===== src/rtl/vga_byte_tx_if.sv =====
`timescale 1ns/1ps
`default_nettype none
// ============================================================================
// Module      : vga_byte_tx_if
// Description : Pixel-word valid/ready handshake into the byte-wide VGA
//               transmitter. The master drives words; the slave (transmitter)
//               returns o_ready.
// Revision    : 1.0  initial release
// ============================================================================
interface vga_byte_tx_if #(
   parameter int PixelBitWidth = 16
);
   logic [PixelBitWidth-1:0] i_data;
   logic                     i_valid;
   logic                     o_ready;

   modport master (output i_data, output i_valid, input o_ready);
   modport slave  (input i_data, input i_valid, output o_ready);
endinterface
`default_nettype wire


===== src/rtl/vga_byte_tx.sv =====
`timescale 1ns/1ps
`default_nettype none
// ============================================================================
// Module      : vga_byte_tx
// Description : Accepts whole pixels through a one-word hold register and
//               serialises them LSB-byte first onto an 8-bit lane, framed by
//               v_sync (frame) and h_sync (active line bytes).
//               Optional macro TX_TEST_PATTERN_EN adds i_pattern_sel, which
//               replaces handshake pixels with a pixel-index ramp.
// Revision    : 1.0  initial release
// ============================================================================
module vga_byte_tx #(
   parameter int PixelBitWidth = 16,
   parameter int H_PIXELS      = 640,
   parameter int H_BLANK       = 144,
   parameter int V_LINES       = 480,
   parameter int VSYNC_CYCLES  = 800,
   parameter int V_BACK_CYCLES = 800
) (
   input  wire logic        p_clk,
   input  wire logic        RST,
   input  wire logic        i_enable,
`ifdef TX_TEST_PATTERN_EN
   input  wire logic        i_pattern_sel,
`endif
   vga_byte_tx_if.slave     pix_if,
   output logic [7:0]       o_data,
   output logic             h_sync,
   output logic             v_sync,
   output logic             o_frame_start,
   output logic             o_underflow
);

   localparam int BYTES     = PixelBitWidth / 8;
   localparam int BCW       = (BYTES > 1)    ? $clog2(BYTES)    : 1;
   localparam int PCW       = (H_PIXELS > 1) ? $clog2(H_PIXELS) : 1;
   localparam int LCW       = (V_LINES > 1)  ? $clog2(V_LINES)  : 1;
   localparam int BLANK_M1  = (H_BLANK > VSYNC_CYCLES) ? H_BLANK : VSYNC_CYCLES;
   localparam int BLANK_MAX = (BLANK_M1 > V_BACK_CYCLES) ? BLANK_M1 : V_BACK_CYCLES;
   localparam int KCW       = (BLANK_MAX > 1) ? $clog2(BLANK_MAX) : 1;

   localparam logic [BCW-1:0] BYTE_LAST   = BCW'(BYTES - 1);
   localparam logic [PCW-1:0] PIX_LAST    = PCW'(H_PIXELS - 1);
   localparam logic [LCW-1:0] LINE_LAST   = LCW'(V_LINES - 1);
   localparam logic [KCW-1:0] HBLANK_LAST = KCW'(H_BLANK - 1);
   localparam logic [KCW-1:0] VSYNC_LAST  = KCW'(VSYNC_CYCLES - 1);
   localparam logic [KCW-1:0] VBACK_LAST  = KCW'(V_BACK_CYCLES - 1);

   localparam logic [2:0] S_IDLE   = 3'd0;
   localparam logic [2:0] S_VSYNC  = 3'd1;
   localparam logic [2:0] S_VBACK  = 3'd2;
   localparam logic [2:0] S_ACTIVE = 3'd3;
   localparam logic [2:0] S_HBLANK = 3'd4;

   logic [2:0]               state_q, state_d;
   logic [BCW-1:0]           byte_q, byte_d;
   logic [PCW-1:0]           pix_q, pix_d;
   logic [LCW-1:0]           line_q, line_d;
   logic [KCW-1:0]           blank_q, blank_d;

   logic [PixelBitWidth-1:0] hold_q;
   logic                     hold_full_q;
   logic [PixelBitWidth-1:0] shift_q;
   logic [7:0]               data_q;
   logic                     h_sync_q, v_sync_q, frame_start_q, underflow_q;

   logic                     w_slot_start;
   logic                     w_consume;
   logic                     w_accept;
   logic                     w_pattern;
   logic [PixelBitWidth-1:0] w_pattern_word;
   logic [PixelBitWidth-1:0] w_pix_word;

`ifdef TX_TEST_PATTERN_EN
   logic [31:0] w_pix_idx32;
   assign w_pattern      = i_pattern_sel;
   assign w_pix_idx32    = 32'(pix_d);
   assign w_pattern_word = {BYTES{w_pix_idx32[7:0]}};
`else
   assign w_pattern      = 1'b0;
   assign w_pattern_word = '0;
`endif

   // A new pixel slot begins next cycle: derived purely from registered state,
   // so o_ready never depends on i_valid or i_enable.
   assign w_slot_start = ((state_q == S_VBACK)  && (blank_q == VBACK_LAST)) ||
                         ((state_q == S_HBLANK) && (blank_q == HBLANK_LAST) && (line_q != LINE_LAST)) ||
                         ((state_q == S_ACTIVE) && (byte_q == BYTE_LAST) && (pix_q != PIX_LAST));

   assign w_consume     = w_slot_start && hold_full_q && !w_pattern;
   assign pix_if.o_ready = !w_pattern && (!hold_full_q || w_consume);
   assign w_accept      = pix_if.i_valid && pix_if.o_ready;
   assign w_pix_word    = w_pattern   ? w_pattern_word :
                          hold_full_q ? hold_q         : '0;

   // Frame/line sequencing and counters; every counter returns to 0 on exit.
   always_comb begin
      state_d = state_q;
      byte_d  = byte_q;
      pix_d   = pix_q;
      line_d  = line_q;
      blank_d = blank_q;
      case (state_q)
         S_IDLE: begin
            if (i_enable) begin
               state_d = S_VSYNC;
               blank_d = '0;
            end
         end
         S_VSYNC: begin
            if (blank_q == VSYNC_LAST) begin
               state_d = S_VBACK;
               blank_d = '0;
            end else begin
               blank_d = blank_q + KCW'(1);
            end
         end
         S_VBACK: begin
            if (blank_q == VBACK_LAST) begin
               state_d = S_ACTIVE;
               blank_d = '0;
               byte_d  = '0;
               pix_d   = '0;
               line_d  = '0;
            end else begin
               blank_d = blank_q + KCW'(1);
            end
         end
         S_ACTIVE: begin
            if (byte_q == BYTE_LAST) begin
               byte_d = '0;
               if (pix_q == PIX_LAST) begin
                  pix_d   = '0;
                  blank_d = '0;
                  state_d = S_HBLANK;
               end else begin
                  pix_d = pix_q + PCW'(1);
               end
            end else begin
               byte_d = byte_q + BCW'(1);
            end
         end
         S_HBLANK: begin
            if (blank_q == HBLANK_LAST) begin
               blank_d = '0;
               if (line_q == LINE_LAST) begin
                  line_d  = '0;
                  state_d = i_enable ? S_VSYNC : S_IDLE;
               end else begin
                  line_d  = line_q + LCW'(1);
                  state_d = S_ACTIVE;
               end
            end else begin
               blank_d = blank_q + KCW'(1);
            end
         end
         default: begin
            state_d = S_IDLE;
            byte_d  = '0;
            pix_d   = '0;
            line_d  = '0;
            blank_d = '0;
         end
      endcase
   end

   // State and counter registers.
   always_ff @(posedge p_clk or negedge RST) begin
      if (!RST) begin
         state_q <= S_IDLE;
         byte_q  <= '0;
         pix_q   <= '0;
         line_q  <= '0;
         blank_q <= '0;
      end else begin
         state_q <= state_d;
         byte_q  <= byte_d;
         pix_q   <= pix_d;
         line_q  <= line_d;
         blank_q <= blank_d;
      end
   end

   // One-word hold register; an accept in the consume cycle refills it.
   always_ff @(posedge p_clk or negedge RST) begin
      if (!RST) begin
         hold_q      <= '0;
         hold_full_q <= 1'b0;
      end else if (w_accept) begin
         hold_q      <= pix_if.i_data;
         hold_full_q <= 1'b1;
      end else if (w_consume) begin
         hold_full_q <= 1'b0;
      end
   end

   // Output registers, computed from next state so they line up with state_q.
   always_ff @(posedge p_clk or negedge RST) begin
      if (!RST) begin
         data_q        <= '0;
         shift_q       <= '0;
         h_sync_q      <= 1'b0;
         v_sync_q      <= 1'b0;
         frame_start_q <= 1'b0;
         underflow_q   <= 1'b0;
      end else begin
         v_sync_q      <= (state_d == S_VSYNC);
         h_sync_q      <= (state_d == S_ACTIVE);
         frame_start_q <= (state_d == S_VSYNC) && (state_q != S_VSYNC);
         if (state_d == S_ACTIVE) begin
            if (w_slot_start) begin
               data_q  <= w_pix_word[7:0];
               shift_q <= w_pix_word >> 8;
            end else begin
               data_q  <= shift_q[7:0];
               shift_q <= shift_q >> 8;
            end
         end else begin
            data_q  <= '0;
            shift_q <= '0;
         end
         if (state_q == S_IDLE) begin
            underflow_q <= 1'b0;
         end else if (w_slot_start && !hold_full_q && !w_pattern) begin
            underflow_q <= 1'b1;
         end
      end
   end

   assign o_data        = data_q;
   assign h_sync        = h_sync_q;
   assign v_sync        = v_sync_q;
   assign o_frame_start = frame_start_q;
   assign o_underflow   = underflow_q;

endmodule
`default_nettype wire


===== src/flat_wrapper.sv =====
// flat-port wrapper written by rule: the top's interface ports become plain ports
module vga_byte_tx_flat 
#(
   parameter int PixelBitWidth = 16,
   parameter int H_PIXELS      = 640,
   parameter int H_BLANK       = 144,
   parameter int V_LINES       = 480,
   parameter int VSYNC_CYCLES  = 800,
   parameter int V_BACK_CYCLES = 800
)
  (p_clk, RST, i_enable, o_data, h_sync, v_sync, o_frame_start, o_underflow, pix_if_i_data, pix_if_i_valid, pix_if_o_ready);
  vga_byte_tx_if #(.PixelBitWidth(PixelBitWidth)) pix_if_i ();
  input  wire logic p_clk;
  input  wire logic RST;
  input  wire logic i_enable;
  output logic [7:0] o_data;
  output logic h_sync;
  output logic v_sync;
  output logic o_frame_start;
  output logic o_underflow;
  input wire logic [$bits(pix_if_i.i_data)-1:0] pix_if_i_data;
  input wire logic [$bits(pix_if_i.i_valid)-1:0] pix_if_i_valid;
  output wire logic [$bits(pix_if_i.o_ready)-1:0] pix_if_o_ready;
  assign pix_if_i.i_data = pix_if_i_data;
  assign pix_if_i.i_valid = pix_if_i_valid;
  assign pix_if_o_ready = pix_if_i.o_ready;
  vga_byte_tx #(.PixelBitWidth(PixelBitWidth), .H_PIXELS(H_PIXELS), .H_BLANK(H_BLANK), .V_LINES(V_LINES), .VSYNC_CYCLES(VSYNC_CYCLES), .V_BACK_CYCLES(V_BACK_CYCLES)) u_core (.p_clk(p_clk), .RST(RST), .i_enable(i_enable), .pix_if(pix_if_i), .o_data(o_data), .h_sync(h_sync), .v_sync(v_sync), .o_frame_start(o_frame_start), .o_underflow(o_underflow));
endmodule

===== config.mk =====
export PLATFORM = sky130hd
export DESIGN_NAME = vga_byte_tx_flat
export DESIGN_NICKNAME = d
export VERILOG_FILES = /design/src/rtl/vga_byte_tx_if.sv /design/src/rtl/vga_byte_tx.sv /design/src/flat_wrapper.sv
export SDC_FILE = /design/constraint.sdc
export NUM_CORES = 1
export LEC_CHECK = 0
export ABC_CLOCK_PERIOD_IN_PS = 3000
export CAP_MARGIN = 20
export CORE_UTILIZATION = 57
export DETAILED_ROUTE_END_ITERATION = 8
export GPL_TIMING_DRIVEN = 0
export PLACE_DENSITY = 0.79
export SLEW_MARGIN = 40
export SYNTH_ARGS = -nofsm -noshare
export SYNTH_HDL_FRONTEND = slang
export SYNTH_SLANG_ARGS = --single-unit
export TNS_END_PERCENT = 50

===== constraint.sdc =====
create_clock -name p_clk -period 3 [get_ports p_clk]
set_clock_uncertainty 0.05 [all_clocks]
set_input_delay 0.6 -clock p_clk [delete_from_list [all_inputs] [get_ports p_clk]]
set_output_delay 0.6 -clock p_clk [all_outputs]
set_load 0.1 [all_outputs]

# Word level (Yosys, flattened, before mapping)

Cells that the tools add are included.

Eq/ne operators: 18
Add/sub/neg operators: 4
Reductions and logical operators: 23
Bitwise logic cells: 2
Muxes and demuxes: 35

Operators by type and width:

| cell                  | count |
|---|---|
| $mux 10               | 8 |
| $pmux 10 s4           | 1 |
| $mux 8                | 4 |
| $pmux 10 s3           | 1 |
| $mux 9                | 3 |
| $pmux 9 s3            | 1 |
| $mux 3                | 7 |
| $add 10x1->10 const B | 2 |
| $eq 10x10->1 const B  | 2 |
| $mux 16               | 1 |
| $pmux 3 s5            | 1 |
| $eq 10x8->1 const B   | 1 |
| $ne 10x10->1 const B  | 1 |
| $add 9x1->9 const B   | 1 |
| $eq 3x2->1 const B    | 3 |
| $eq 9x9->1 const B    | 1 |
| $logic_and 1x1->1     | 9 |
| $ne 9x9->1 const B    | 1 |
| $reduce_and 3->1      | 3 |
| $ne 2x2->1 const B    | 4 |
| $mux 1                | 7 |
| $eq 3x1->1 const B    | 2 |
| $reduce_or 3->1       | 2 |
| $reduce_bool 2->1     | 2 |
| 11 further kinds      | 14 |

Bits in registers: 70

# Longest topological paths before layout

Depth after elaboration: 9
Depth in mapped cells: 8
Gate-level depth less buffers: 6

# Worst setup path after synthesis

Ideal clock, no wire load.

Path type: register to register
Start point: register u_core.line_q[0]
End point: register u_core.hold_q[10]
Required time: 2825 ps
Arrival: 2382 ps
Clock period less this slack: 2557 ps
Stages on the path, launching flop included: 8
Setup time: 125 ps
Slack: 443 ps
Path buffers: 1
Cell sequence: dfrtp_1 ha_1 nand4_1 o41ai_4 o2111ai_4 nand2_4 buf_6 mux2_4

Cells in the longest elaborated chain, start to end: 7

Ends and longest elaborated chain:

| what                     | RTL line           | source |
|---|---|---|
| start: declaration       | vga_byte_tx.sv:58  | `logic [LCW-1:0] line_q, line_d;` |
| start signal: assignment | vga_byte_tx.sv:179 | `line_q <= line_d;` |
| $ne 9x9->1               | vga_byte_tx.sv:87  | `((state_q == S_HBLANK) && (blank_q == HBLANK_LAST) && (line_q != LINE_LAST)) \|\|` |
| $logic_and 1x1->1        | vga_byte_tx.sv:87  |  |
| $logic_or 1x1->1         | vga_byte_tx.sv:86  | `assign w_slot_start = ((state_q == S_VBACK) && (blank_q == VBACK_LAST)) \|\|` |
| $logic_or 1x1->1         | vga_byte_tx.sv:87  |  |
| $logic_and 1x1->1        | vga_byte_tx.sv:90  | `assign w_consume = w_slot_start && hold_full_q && !w_pattern;` |
| $logic_or 1x1->1         | vga_byte_tx.sv:91  | `assign pix_if.o_ready = !w_pattern && (!hold_full_q \|\| w_consume);` |
| named net pix_if_o_ready | flat_wrapper.sv:23 | `output wire logic [$bits(pix_if_i.o_ready)-1:0] pix_if_o_ready;` |
| $logic_and 1x1->1        | vga_byte_tx.sv:92  | `assign w_accept = pix_if.i_valid && pix_if.o_ready;` |
| end signal: assignment   | vga_byte_tx.sv:190 | `hold_q <= pix_if.i_data;` |
| end: declaration         | vga_byte_tx.sv:61  | `logic [PixelBitWidth-1:0] hold_q;` |

The timed path passes the listed nets, and every way through them passes these cells.
A chain may end at the register's enable or synchronous reset.

# Worst setup path after layout

Start point: register u_core.blank_q[0]
End point: output port pix_if_o_ready

Cells in the longest elaborated chain, start to end: 7
Elaborated cells between the ends (all ways): 9
Those cells by class: eq/ne: 2; reduce/logical: 7

Ends and longest elaborated chain:

| what                           | RTL line           | source |
|---|---|---|
| start: declaration             | vga_byte_tx.sv:59  | `logic [KCW-1:0] blank_q, blank_d;` |
| start signal: assignment       | vga_byte_tx.sv:180 | `blank_q <= blank_d;` |
| $eq 10x8->1                    | vga_byte_tx.sv:87  |  |
| $logic_and 1x1->1 (2 in a row) | vga_byte_tx.sv:87  |  |
| $logic_or 1x1->1 (*)           | vga_byte_tx.sv:86  |  |
| $logic_or 1x1->1 (*)           | vga_byte_tx.sv:87  |  |
| $logic_and 1x1->1 (*)          | vga_byte_tx.sv:90  |  |
| $logic_or 1x1->1 (*)           | vga_byte_tx.sv:91  |  |
| end: declaration               | flat_wrapper.sv:23 |  |

Mark *: on every way between the ends. The rest lies on a longest branch, timed or not.

==> results.json <==
{
  "status": "completed",
  "holdBufCountCts": 0,
  "final_area_um2": 4040,
  "area_growth_pct": 16.7,
  "max_slew.worst_pin.slew_ns": 0.664,
  "synth_edf_count": 0,
  "worst-path-max-fanout": 5,
  "routabilityCongestion": 0.834,
  "slowest_delay_ns": 0.41,
  "chipWidth_um": 79.9,
  "coreArea_um2": 5890,
  "initial_utilization_pct": 58.8,
  "period_share_pct": 95.1,
  "fin_util_pct": 68.6,
  "synthesis.area_um2": 3460,
  "ir_worst_vdd_v": 0.000394,
  "die_area_um2": 6380,
  "drv_cap": 0,
  "min_period_ns": 2.85,
  "hold_violations": 0,
  "vias_per_cell": 5.90,
  "critPathLaunchType": "flip-flop",
  "setup_viol": 0,
  "slowest_stage": "dfrtp_1",
  "end_kind": "primary output",
  "cts_setup_buffers": 0,
  "maxSlewViolCount": 0,
  "hp-class": "in -> async",
  "grt_overflow": 0,
  "path_buf_inv": 2,
  "rows": 28,
  "drive_gt1_share_pct": 20.9,
  "cts_made_buffers": 9,
  "fmax_ghz": 0.350,
  "gr-usage-met2_pct": 36.6,
  "yosysWarningCount": 0,
  "ys_seq_area_share_pct": 50.6,
  "grt_pass1_vias": 2403,
  "synth_cell_types": 57,
  "portBuffers": 32,
  "cts_tree": "yes",
  "grt_pass1_wl_um": 11400,
  "antenna_found_initial": 0,
  "arrival_ns": 2.20,
  "num-fill-cells": 445,
  "fp.dieH_um": 79.9,
  "grt-busiest-layer": "met2",
  "dp_slack_ns": 0.431,
  "cts.sinks": 70,
  "tns_ns": 0,
  "dp_hpwl_um": 4670,
  "via_count": 2533,
  "grt_setup_unrepaired": "false",
  "grt_use_met1_pct": 32.1,
  "drc": 0,
  "syn_area_per_cell_um2": 11.3,
  "synth_fp_nets": 328,
  "ctsResizeCount": 0,
  "track_usage_pct": 23.7,
  "grt_max_degree": 47,
  "clk_latency_ns": 0.35,
  "maxSlewHeadroom_pct": 55.6,
  "gr-usage-met3_pct": 4.69,
  "power_density_nw_per_um2": 488,
  "worstPathCellList": "ha_1 -> and4_1 -> buf_2 -> nand4_2 -> o2111ai_4 -> clkbuf_4",
  "diodes": 0,
  "routedWlPerCell_um": 15.6,
  "synth_cells": 305,
  "synth-seq-cells": 70,
  "place_area_um2": 3840,
  "cp_data_required_time_ns": 2.35,
  "htreeDepth": 3,
  "routed_wl_um": 6680,
  "async_reset_ff_share_pct": 100,
  "critPathKind": "reg -> out",
  "synth_ff_type": "dfrtp_1",
  "p_leak_nw": 1.92,
  "final_antenna_net_count": 0,
  "path_clk_slew_ns": 0.07,
  "placedCellCount": 413,
  "dr.pass1.iters": 5,
  "stdcell_count": 429,
  "cts_buffer_depth": 2,
  "nNetsFinal": 372,
  "cp_top_family": "buffers and inverters",
  "dr.first_iter.drc_count": 161,
  "timing.final.ws_setup_ns": 0.146,
  "cts-root-buf": "clkbuf_8",
  "pin_count": 33
}
==> final cells by class <==
| type | instances | area [um^2] | share of cell area (%) |
|---|---|---|---|
| plain buffers | 14 | 88.8 | 2.20 |
| clock buffers | 9 | 124 | 3.07 |
| clock inverters | 7 | 73.8 | 1.83 |
| inverters | 8 | 30.0 | 0.744 |
| multi-input cells | 213 | 1590 | 39.4 |
| flip-flops and latches | 70 | 1750 | 43.4 |
| well taps | 75 | 93.8 | 2.32 |
| repair buffers | 33 | 287 | 7.10 |
==> per-stage QoR <==
stage	total power, mW	hold slack (ns)
global placement	1.21	0.397
floorplan	1.15	0.254
CTS	1.99	0.0437
finish	1.97	0.0497
global route	2.06	0.0566
detailed placement	1.23	0.398
==> synth_stat cells, drive strengths merged (5+ instances only) <==
cell | number | share of area (%)
a21oi | 8 | 1.3
nor2 | 20 | 2.2
nand2b | 5 | 0.90
nand3 | 17 | 2.6
buf | 10 | 2.1
a31oi | 5 | 1.3
inv | 8 | 0.87
dfrtp | 70 | 51
and2 | 9 | 1.6
mux2 | 16 | 6.3
and3 | 6 | 1.1
a22o | 8 | 2.0
nand2 | 17 | 2.1
nor3 | 6 | 0.87
xnor2 | 5 | 1.3
a21o | 10 | 2.2
nor3b | 5 | 1.4
o21ai | 22 | 3.2
nand4 | 7 | 1.6
o31ai | 6 | 1.3
==> placed cells by master (no fill, tap or decap), types with 2 or more instances in the layout <==
master | Yosys | routed
dfrtp_1 | 70 | 70
o21ai_0 | 22 | 22
nor2_1 | 20 | 20
clkdlybuf4s50_1 | 0 | 18
buf_2 | 5 | 17
nand2_1 | 16 | 16
nand3_1 | 16 | 16
a21o_1 | 10 | 10
mux2_4 | 10 | 10
and2_1 | 9 | 9
clkbuf_8 | 0 | 9
inv_1 | 8 | 8
a22o_1 | 8 | 8
a21oi_1 | 7 | 7
and3_1 | 6 | 6
nor3_1 | 6 | 6
o31ai_1 | 6 | 6
mux2_2 | 6 | 6
nand4_1 | 5 | 5
nand2b_1 | 5 | 5
xnor2_1 | 5 | 5
buf_6 | 3 | 4
clkbuf_1 | 4 | 4
nor3b_1 | 4 | 4
a211oi_1 | 4 | 4
nor2b_1 | 4 | 4
a31oi_1 | 4 | 4
mux2i_1 | 3 | 3
ha_1 | 3 | 3
buf_4 | 2 | 2
and4_1 | 2 | 2
nor4b_4 | 2 | 2
nand4_2 | 2 | 2
or3_1 | 2 | 2
nor4_1 | 2 | 2
clkinv_2 | 0 | 2
clkinv_4 | 0 | 2
==> layer usage <==
layer	wire (um)	vias up	share of wire, %
met5	0	-	0
met2	3170	77	47
met1	3100	1232	46
met4	124	0	1.9
met3	296	15	4.4
li1	-	1209	-
==> power breakdown <==
part	leakage, nW	internal, mW	switching [mW]
logic	0.865	0.0788	0.0779
clock network	0.0996	0.386	0.375
registers	0.952	0.984	0.0693
total	1.92	1.45	0.522
==> sequential cells by signal, indices dropped and copies added (netlist names) <==
register              flops
u_core.byte_q             1
u_core.o_data             8
u_core.hold_q            16
u_core.state_q            3
u_core.blank_q           10
u_core.h_sync             1
u_core.v_sync             1
u_core.pix_q             10
u_core.o_frame_start      1
u_core.line_q             9
u_core.hold_full_q        1
u_core.shift_q            8
u_core.o_underflow        1
==> cell families (layout without fill, tap and decap cells) <==
group,count (synthesis),after routing,synth area share [%]
xor+xnor,5,5,1.27
flops,70,70,50.6
simple gates,109,109,18.9
compound gates,77,77,17.5
fa+ha+maj,3,3,1.09
mux,19,19,7.16
buf+inv,22,71,3.44
==> worst paths after layout <==
kind	end	cells past startpoint	startpoint	slack, ns
worst max register to register	u_core.hold_q[7]	7	u_core.line_q[0]	0.64
max in group asynchronous	u_core.hold_q[7]	2	RST	2.36
min in group p_clk	u_core.o_data[3]	1	u_core.shift_q[3]	0.42
worst min-delay path	u_core.line_q[5]	1	RST	0.05
worst max-delay path	pix_if_o_ready	6	u_core.blank_q[0]	0.15
worst min register to register	u_core.o_data[3]	1	u_core.shift_q[3]	0.42
No activity file was read; power rests on OpenSTA's default activity.
